**config.mk**
```make
export PLATFORM = sky130hd
export DESIGN_NAME = imem_fetch_sequencer
export DESIGN_NICKNAME = d
export VERILOG_FILES = /design/src/rtl/imem_fetch_sequencer.sv
export SDC_FILE = /design/constraint.sdc
export NUM_CORES = 1
export LEC_CHECK = 0
export ABC_CLOCK_PERIOD_IN_PS = 1610
export BUFFER_PORTS_ARGS = -buffer_cell sky130_fd_sc_hd__buf_2
export CAP_MARGIN = 25
export CORE_MARGIN = 2
export CORE_UTILIZATION = 35
export DETAILED_ROUTE_END_ITERATION = 10
export HOLD_SLACK_MARGIN = 0.12
export PLACE_DENSITY = 0.8
export SLEW_MARGIN = 0
export SYNTH_ARGS = -nofsm -noshare
export SYNTH_HDL_FRONTEND = slang
export SYNTH_SLANG_ARGS = --single-unit
```
**constraint.sdc**
```tcl
create_clock -name clk -period 1.61 [get_ports clk]
set_input_delay 0.161 -clock clk [delete_from_list [all_inputs] [get_ports clk]]
set_output_delay 0.161 -clock clk [all_outputs]
set_load 0.05 [all_outputs]
```
**src/rtl/imem_fetch_sequencer.sv**
```systemverilog
// Instruction fetch sequencer: owns the PC and arbitrates the single-port instruction RAM
// between fetch and a program loader. Define FETCH_PERF_CNT_EN to add stall/jump counters.
module imem_fetch_sequencer #(
    parameter int              AW       = 4,
    parameter logic [AW-1:0]   RESET_PC = 'd1
) (
    input  logic          clk,
    input  logic          reset,
    input  logic          start,
    input  logic          halt,
    input  logic          stall,
    input  logic          jump,
    input  logic [AW-1:0] jp_address,
    input  logic          ld_req,
    input  logic [AW-1:0] ld_addr,
    input  logic [31:0]   ld_data,
    output logic          ld_gnt,
    output logic [AW-1:0] mem_addr,
    output logic [31:0]   mem_din,
    output logic          mem_we,
    output logic          mem_en,
    output logic [AW-1:0] pc,
    output logic [AW-1:0] pc_4,
    output logic          fetch_valid,
    output logic [AW-1:0] fetch_pc,
    output logic [1:0]    busy_state
`ifdef FETCH_PERF_CNT_EN
    ,
    output logic [15:0]   stall_cnt,
    output logic [15:0]   jump_cnt
`endif
);

    // state | meaning
    // IDLE  | after reset, waiting for loader or start
    // LOAD  | loader owns the RAM, one write per cycle
    // RUN   | fetching from pc
    // HALT  | fetch stopped, pc held for resume
    typedef enum logic [1:0] {
        S_IDLE = 2'd0,
        S_LOAD = 2'd1,
        S_RUN  = 2'd2,
        S_HALT = 2'd3
    } state_t;

    state_t        state_q, state_d;
    logic [AW-1:0] pc_q, pc_d;
    logic          ret_halt_q, ret_halt_d;
    logic          fetch_valid_q;
    logic [AW-1:0] fetch_pc_q;

    always_ff @(posedge clk) begin
        if (!reset) begin
            state_q       <= S_IDLE;
            pc_q          <= RESET_PC;
            ret_halt_q    <= 1'b0;
            fetch_valid_q <= 1'b0;
            fetch_pc_q    <= RESET_PC;
        end else begin
            state_q       <= state_d;
            pc_q          <= pc_d;
            ret_halt_q    <= ret_halt_d;
            fetch_valid_q <= (state_q == S_RUN);
            fetch_pc_q    <= mem_addr;
        end
    end

    // RAM-side outputs depend on state only, so a write in a reset cycle still lands
    always_comb begin
        state_d    = state_q;
        pc_d       = pc_q;
        ret_halt_d = ret_halt_q;
        ld_gnt     = 1'b0;
        mem_en     = 1'b0;
        mem_we     = 1'b0;
        mem_addr   = pc_q;
        mem_din    = '0;
        case (state_q)
            S_IDLE: begin
                if (ld_req) begin
                    state_d    = S_LOAD;
                    ret_halt_d = 1'b0;
                end else if (start) begin
                    state_d = S_RUN;
                    pc_d    = RESET_PC;
                end
            end
            S_LOAD: begin
                ld_gnt   = 1'b1;
                mem_en   = 1'b1;
                mem_we   = ld_req;
                mem_addr = ld_addr;
                mem_din  = ld_data;
                if (!ld_req) begin
                    state_d = ret_halt_q ? S_HALT : S_IDLE;
                end
            end
            S_RUN: begin
                mem_en = 1'b1;
                if (halt) begin
                    state_d = S_HALT;
                end else if (jump) begin
                    pc_d = jp_address;
                end else if (!stall) begin
                    pc_d = pc_q + AW'(1);
                end
            end
            S_HALT: begin
                if (ld_req) begin
                    state_d    = S_LOAD;
                    ret_halt_d = 1'b1;
                end else if (start) begin
                    state_d = S_RUN;
                end
            end
            default: state_d = S_IDLE;
        endcase
    end

    assign pc          = pc_q;
    assign pc_4        = pc_q + AW'(1);
    assign fetch_valid = fetch_valid_q;
    assign fetch_pc    = fetch_pc_q;
    assign busy_state  = state_q;

`ifdef FETCH_PERF_CNT_EN
    logic        stall_hit, jump_hit;
    logic [15:0] stall_cnt_q, jump_cnt_q;

    assign stall_hit = (state_q == S_RUN) && stall && !jump && !halt;
    assign jump_hit  = (state_q == S_RUN) && jump && !halt;

    always_ff @(posedge clk) begin
        if (!reset) begin
            stall_cnt_q <= '0;
            jump_cnt_q  <= '0;
        end else begin
            if (stall_hit && (stall_cnt_q != 16'hFFFF)) stall_cnt_q <= stall_cnt_q + 16'd1;
            if (jump_hit && (jump_cnt_q != 16'hFFFF))   jump_cnt_q  <= jump_cnt_q + 16'd1;
        end
    end

    assign stall_cnt = stall_cnt_q;
    assign jump_cnt  = jump_cnt_q;
`endif

endmodule

```
### After elaboration in Yosys (flattened, before gate mapping)

Cells that the tools add are included.

| storage, ports and cells | value |
|---|---|
| flip-flop bits (word level) | 12 |
| input port bits | 47 |
| output and inout port bits | 54 |
| word-level logic and storage cells | 46 |

| cells by class | value |
|---|---|
| add/subtract/negate cells | 1 |
| eq/ne operators | 12 |
| multiplexer cells | 20 |
| reductions and logical operators | 8 |

Operators by type and width:

| cell | number |
|---|---|
| 32-bit two-way mux | 1 |
| 4-bit two-way mux | 6 |
| 2-bit inequality test (second input constant) | 7 |
| 2-bit two-way mux | 5 |
| 4-bit one-hot mux with 2 select lines | 1 |
| 2-bit one-hot mux with 3 select lines | 1 |
| 3-bit AND reduction | 2 |
| 1-bit two-way mux | 5 |
| 5-bit AND reduction | 1 |
| 4-bit by 1-bit adder with 4-bit output (second input constant) | 1 |
| 2-bit == test (second input constant) | 2 |
| 2-bit nonzero test | 2 |
| 2-bit OR reduction | 2 |
| 3-bit by 1-bit inequality test with 1-bit output (second input constant) | 1 |
| 3-bit inequality test (second input constant) | 1 |
| 2-bit by 1-bit == test with 1-bit output (second input constant) | 1 |
| 2-bit logical NOT | 1 |
| 1-bit one-hot mux with 2 select lines | 1 |

### Longest topological paths before layout

Gate-level depths: netlist (run 1).

| logic depth | value |
|---|---|
| word-level depth | 5 |
| gate-level depth with buffers | 6 |
| depth with buffers taken out | 6 |

### Worst setup path after synthesis (run 1)

No wires, ideal clock.

| timing | value |
|---|---|
| path type | register -> register |
| start | register state_q[1] (netlist: busy_state[1]) |
| end | register fetch_pc_q[0] (netlist: fetch_pc[0]) |
| setup time | 0.064 ns |
| arrival | 2.922 ns |
| setup slack | -1.375 ns |
| cell stages (with the launch flop) | 6 |
| buffers on the path | 1 |
| clock period less this slack | 2.985 ns |
| cell sequence | dfxtp_1 inv_1 ha_1 buf_2 o21ai_0 or2_2 |

| between the ends | value |
|---|---|
| word-level cells in the longest chain between the ends | 2 |

Ends and longest elaborated chain:

| element | RTL line | RTL |
|---|---|---|
| from (decl) | 46 | `state_t state_q, state_d;` |
| from (signal assigned) | 60 | `state_q <= state_d;` |
| 2-bit by 1-bit == test with 1-bit output | 78 | `case (state_q)` |
| 4-bit two-way mux | 78 |  |
| named net mem_addr[0] | 18 | `output logic [AW-1:0] mem_addr,` |
| to (signal assigned) | 64 | `fetch_pc_q <= mem_addr;` |
| to (decl) | 50 | `logic [AW-1:0] fetch_pc_q;` |

The timed path passes the listed nets, and every way through them passes these cells.
A chain may end at the register's enable or synchronous reset.

### Worst setup path after layout (run 1)

| timing | value |
|---|---|
| start | register state_q[1] (netlist: busy_state[1]) |
| end | output mem_addr[1] |

| between the ends | value |
|---|---|
| word-level cells in the longest chain between the ends | 2 |

Ends and longest elaborated chain:

| element | RTL line |
|---|---|
| 2-bit by 1-bit == test with 1-bit output | 78 |
| 4-bit two-way mux | 78 |
| to (decl) | 18 |

No other way between the ends.

==> results of run 1 <==
[metrics by stage]
step	setup WS [ns]	hold slack [ns]	std cells
final	-0.0339	0.140	263
after global routing	-0.0609	0.163	263
after CTS	-0.0456	0.132	252
after detailed placement	0.0364	0.435	244
after global placement	0.0622	0.431	244
after floorplan	0.00827	0.240	116
[repair_timing]
| item | CTS | global route |
|---|---|---|
| endpoints found under the hold margin | 0 | 0 |
| resized for setup | 49 | 36 |
| setup endpoints to repair | 38 | 42 |
| cloned | 0 | 3 |
| pin swaps | 0 | 2 |
| hold buffers | 0 | 0 |
| buffers inserted | 4 | 8 |
[layout make-up]
| type | instances | area (um2) | area share |
|---|---|---|---|
| Tap cell | 31 | 38.8 | 0.0182 |
| Clock buffer | 4 | 36.3 | 0.0170 |
| Inverter | 7 | 31.3 | 0.0147 |
| Sequential cell | 12 | 254 | 0.119 |
| Timing Repair Buffer | 116 | 911 | 0.427 |
| Multi-Input combinational cell | 93 | 860 | 0.403 |
[cells in the final DEF (no fill, tap or decap), drive strengths merged, types with 2 or more instances in the layout]
master    n
nor2      4
mux2      4
buf     114
and2     36
dfxtp    12
nand2b    3
mux2i     3
clkbuf    6
o21ai     5
nand2     6
ha        8
nor3      2
inv       7
a21oi     7
nor2b     2
[cells by family after synthesis]
family | after synthesis | synth area share
xor gates and xnor gates | 2 | 0.0180
and+or+nand+nor | 58 | 0.369
adders and majority gates | 8 | 0.103
muxes | 7 | 0.0772
AOI/OAI and AO/OA | 18 | 0.142
DFF | 12 | 0.247
buffers and inverters | 11 | 0.0437
[power breakdown]
part / internal [uW] / switching [uW]
clock: 138 / 117
sequential: 366 / 65.7
combinational: 1110 / 1640
[path summary, 6_finish.rpt]
| path | from | to | slack [ns] |
|---|---|---|---|
| hold reg to reg | ret_halt_q | ret_halt_q | 0.48 |
| setup reg to reg | busy_state[1] | pc[0] | 0.09 |
| setup / recovery | busy_state[1] | mem_addr[1] | -0.03 |
| hold / removal | reset | pc[0] | 0.14 |
[sequential cells by signal, summed over array words and instances (netlist names)]
| register | flops |
|---|---|
| busy_state | 2 |
| fetch_pc | 4 |
| fetch_valid | 1 |
| pc | 4 |
| ret_halt_q | 1 |
[layer usage]
layer	part of all wire	wire [um]	track usage	vias to the layer above
met5	0	0	0	-
met4	0.016	71	0.0408	0
met3	0.078	344	0.0714	7
met2	0.53	2350	0.432	61
met1	0.37	1650	0.242	583
li1	-	-	-	615
[worst reg2reg max path, delay by kind of cell, from the launching register on]
family | cells | cell delay [ns]
buffers and inverters | 2 | 0.16
AND/OR/NAND/NOR | 1 | 0.26
flip-flops | 1 | 0.38
adder cells (fa/ha/maj) | 1 | 0.23
AO/OA/AOI/OAI | 2 | 0.37
==> out/metrics.yaml, run 1 <==
status:
  run_status: "finished, violations left"
  violations: "negative setup slack"
worst_setup_path:
  worstPathCellList: "inv_6 > ha_4 > buf_6 > mux2_4 > buf_6"
  worst-path-max-fanout: 4
  cp_common_cell: "buf_6"
  cp.required_ns: 1.45
  critPathMaxStageDelay_ns: 0.37
  path_class: "reg2out"
  critPathLaunchType: "register"
  crit_cells: 5
  slowest_stage: "dfxtp_4"
  crit_family: "flip-flops"
  cp.arrival_ns: 1.48
  cp_num_buf_inv: 3
  crit_path_end_kind: "output pin"
  reg2regPathDepth: 6
timing:
  maxSlewHeadroom: 0.798
  fin_crit_sh: 1.02
  setup_tns_ns: -0.248
  fmax_mhz: 608
  drv_slew: 0
  fin_crit_ns: 1.64
  finalHoldViolCount: 0
  grt_setup_unrepaired: "true"
  worst-slew-pin-transition_ns: 0.303
  setup_viol: 16
  fin_ws_ns: -0.0339
  fin_worst_skew_ns: 0.00725
power_and_ir_drop:
  p_leak_uw: 0.00112
  power_density_mw_per_mm2: 1610
  vdd_drop_max_mv: 1.33
  finalPower_uw: 3440
logic_synthesis:
  synth_seq_area_share: 0.247
  synthesis.instances: 116
  yosys_warnings: 0
  netlist.area_leader.share: 0.247
  synth_cell_types: 34
  syn_area_um2: 972
  synth_common_cells: "36 x and2_1, 12 x dfxtp_1, 8 x ha_1, 6 x a21oi_1, 6 x inv_1"
  synth_edf_count: 0
  synth_nets: 171
  async_flop_share: 0
  synth_area_leaders: "dfxtp_1 25%, and2_1 23%, ha_1 10%"
  ys_seq_elements: 12
  yosys.area.top_type: "dfxtp_1"
  yosysMostFrequentCell: "and2_1"
  ys.flop_type: "dfxtp_1"
  synth_area_per_cell_um2: 8.38
global_route:
  grt_pass1_vias: 1162
  grt_start_max_net_pins: 20
  globalRouteOverflowTotal: 0
  antenna_found_initial: 0
  grt_pass1_wl_um: 5640
  grt_usage: 0.227
routing:
  vias: 1266
  first_pass_iters: 4
  avgRoutedWirePerCell_um: 16.8
  ant_nets: 0
  drt_iter0_drc: 18
  wirelength_um: 4420
  via_per_inst: 4.81
  drc: 0
cts:
  cts-htree-levels: 1
  cts_sinks: 12
  clkSlewWorstSetupHoldPaths_ns: 0.09
  numCtsBuffers: 3
  clock_path_buffers: 2
  clk_latency_ns: 0.29
  root_buffer: "clkbuf_4"
  cts_tree: "built"
run:
  cap_violations: 0
finish:
  post-route-cell-area_mm2: 0.00213
  drive_gt1_frac: 0.780
  finalNetCount: 288
  nFillCells: 172
  post-route-util: 0.793
  areaGrowthSynthToFinish_pct: 119
  antenna_cells: 0
floorplan:
  die_x_um: 56.7
  core_mm2: 0.00269
  initial_utilization: 0.362
  die_area_mm2: 0.00322
  rows: 19
  die_y_um: 56.7
  io_pins: 101
placement:
  placed_area_mm2: 0.00168
  gp_congestion: 0.743
  io_buffers: 100
  hpwlAfterDp_um: 2660
worst_hold_path:
  min_path_type: "in2reg"
  min_path_cells: 2
(Power assumes the default switching activity.)
==> inputs of run 2 (changes only) <==
Settings changed: CELL_PAD_IN_SITES_DETAIL_PLACEMENT set to 0, CELL_PAD_IN_SITES_GLOBAL_PLACEMENT set to 1, CORE_MARGIN 2 to 3, CORE_UTILIZATION 35 to 22, CTS_CLUSTER_SIZE set to 10, PLACE_DENSITY 0.8 to unset, PLACE_DENSITY_LB_ADDON set to 0.1.
==> run 2 against run 1 <==
  * The flow now finishes without violations
  * Power fell by 6.3%
  * Wire length shrank 14%
  * Maximum frequency increased by 4.6%
  * Register-to-register slack got worse by 0.03 ns
  * Clock-buffer cell count stayed put
  * Combinational power fell by 9.1%
  * Cell count grew 3.4%
  * Sequential power rose by 0.9%
  * Via count shrank 5.8%
==> out/metrics.yaml, run 2 (synthesis results as in run 1) <==
floorplan:
  io_pins: 101  # unchanged
  die_x_um: 72.5  # was 56.7 um
  core_mm2: 0.00414  # was 0.00269 mm2
  die_area_mm2: 0.00525  # was 0.00322 mm2
  rows: 23  # was 19
  initial_utilization: 0.235  # was 0.362
  die_y_um: 72.5  # was 56.7 um
worst_setup_path:
  path_class: "reg2out"  # unchanged
  cp.required_ns: 1.45  # about the same
  crit_path_end_kind: "output pin"  # unchanged
  reg2regPathDepth: 7  # was 6
  cp.arrival_ns: 1.41  # was 1.48 ns
  worst-path-max-fanout: 19  # was 4
  rr_startpoint: "busy_state[1]"  # unchanged
  rrSetupSlack_ns: 0.06  # was 0.09 ns
  critPathLaunchType: "register"  # unchanged
  rr_endpoint: "busy_state[0]"  # was pc[0]
run:
  cap_violations: 0  # unchanged
routing:
  wirelength_um: 3800  # was 4420 um
  vias: 1192  # was 1266
  ant_nets: 0  # unchanged
  avgRoutedWirePerCell_um: 14.0  # was 16.8 um
  drt_iter0_drc: 4  # was 18
  drc: 0  # unchanged
  via_per_inst: 4.38  # was 4.81
  first_pass_iters: 2  # was 4
placement:
  io_buffers: 100  # unchanged
  gp_congestion: 0.727  # was 0.743
  hpwlAfterDp_um: 2900  # was 2660 um
  post-place-ws_ns: 0.0151  # was 0.0364 ns
finish:
  finalNetCount: 278  # was 288
  layout_commonest_cell: "buf_2"  # unchanged
  areaGrowthSynthToFinish_pct: 108  # was 119%
  nFillCells: 397  # was 172
  antenna_cells: 0  # unchanged
  final_cell_mix: "63 x buf_2, 32 x and2_4, 29 x buf_6"  # was 63 x buf_2, 32 x and2_4, 32 x buf_6
  post-route-util: 0.489  # was 0.793
  multiInputGateArea_um2: 865  # was 860 um2
  ff_latch_area_um2: 254  # unchanged
  drive_gt1_frac: 0.761  # was 0.780
global_route:
  globalRouteOverflowTotal: 0  # unchanged
  grt_pass1_vias: 1096  # was 1162
  grt_usage: 0.131  # was 0.227
  antenna_found_initial: 0  # unchanged
  grt_pass1_wl_um: 5440  # was 5640 um
  grt_start_max_net_pins: 20  # unchanged
timing:
  fin_ws_ns: 0.0379  # was -0.0339 ns
  fin_crit_sh: 0.976  # was 1.02
  fin_worst_skew_ns: 0.00821  # was 0.00725 ns
  setup_tns_ns: 0  # was -0.248 ns
  maxSlewHeadroom: 0.774  # was 0.798
  fin_crit_ns: 1.57  # was 1.64 ns
  grt_setup_unrepaired: "true"  # unchanged
  worst-slew-pin-transition_ns: 0.336  # was 0.303 ns
  fmax_mhz: 636  # was 608 MHz
  setup_viol: 0  # was 16
  drv_slew: 0  # unchanged
  finalHoldViolCount: 0  # unchanged
status:
  run_status: "complete, no violations"  # was finished, violations left
worst_hold_path:
  min_path_type: "in2reg"  # unchanged
  min_path_cells: 2  # unchanged
  hp-start: "reset"  # unchanged
  min_to: "pc[0]"  # unchanged
power_and_ir_drop:
  vdd_drop_max_mv: 0.679  # was 1.33 mV
  p_leak_uw: 0.00105  # was 0.00112 uW
  power_density_mw_per_mm2: 1590  # was 1610 mW/mm2
cts:
  clkSlewWorstSetupHoldPaths_ns: 0.06  # was 0.09 ns
  root_buffer: "clkbuf_8"  # was clkbuf_4
  cts_sinks: 12  # unchanged
  cts-htree-levels: 1  # unchanged
  holdBufCountCts: 0  # unchanged
  clock_path_buffers: 2  # unchanged
  numCtsBuffers: 3  # unchanged
  clk_latency_ns: 0.24  # was 0.29 ns
  cts_tree: "built"  # unchanged
## run 2: changes by cell type in the layout (fill, tap and decap cells not counted), moves of 2 or more
cell | previous run | this run
buf_6 | 32 | 29
buf_4 | 14 | 12
buf_8 | 4 | 1
clkbuf_4 | 3 | 0
clkbuf_16 | 2 | 0
clkbuf_8 | 1 | 3
## run 2: stage by stage
stage | power [uW] | instance area (um2) | hold slack, ns | instances
finish | 3220 | 2020 | 0.202 | 272
global placement | 2580 | 1710 | 0.438 | 263
detailed placement | 2600 | 1710 | 0.440 | 263
global route | 3390 | 2020 | 0.211 | 272
CTS | 3110 | 1900 | 0.192 | 271
floorplan | 2220 | 1160 | 0.240 | 116
## run 2: power by group
part	internal, uW	total [uW]	switching, uW
clock network	174	291	116
logic	940	2500	1560
registers	367	436	69.2
## run 2: worst max-delay path by stage
stage	startpoint	endpoint	slack, ns
floorplan	pc[1]	pc[2]	0.008
global route	busy_state[1]	mem_din[18]	-0.01
CTS	busy_state[1]	mem_addr[1]	-0.004
global placement	busy_state[1]	mem_addr[1]	0.06
finish	busy_state[1]	mem_din[18]	0.04
detailed placement	busy_state[1]	mem_addr[1]	0.02
## run 2: repair_timing
action / 4_1_cts / 5_1_grt
resized for setup: 42 / 35
setup buffers: 4 / 1
endpoints found under the hold margin: 0 / 0
endpoints found under the setup margin: 38 / 39
## run 2: routing by layer
metal,vias up,GRT usage,wire [um]
met3,4,0.0166,395
met1,532,0.165,1530
met4,0,0.0492,42
met5,-,0,0
met2,66,0.228,1830
li1,590,-,-
## run 2: final cells by class
type | instances | area share
repair buffers | 106 | 0.379
multi-input cells | 93 | 0.427
inverters | 7 | 0.0155
well taps | 50 | 0.0309
flip-flops and latches | 12 | 0.125
clock buffers | 4 | 0.0222
## run 2: critical path, stage by stage (launching register included)
cell and delay, ns:
dfxtp_4 0.37, inv_6 0.08, ha_4 0.22, buf_12 0.17, and2_1 0.16, buf_6 0.16
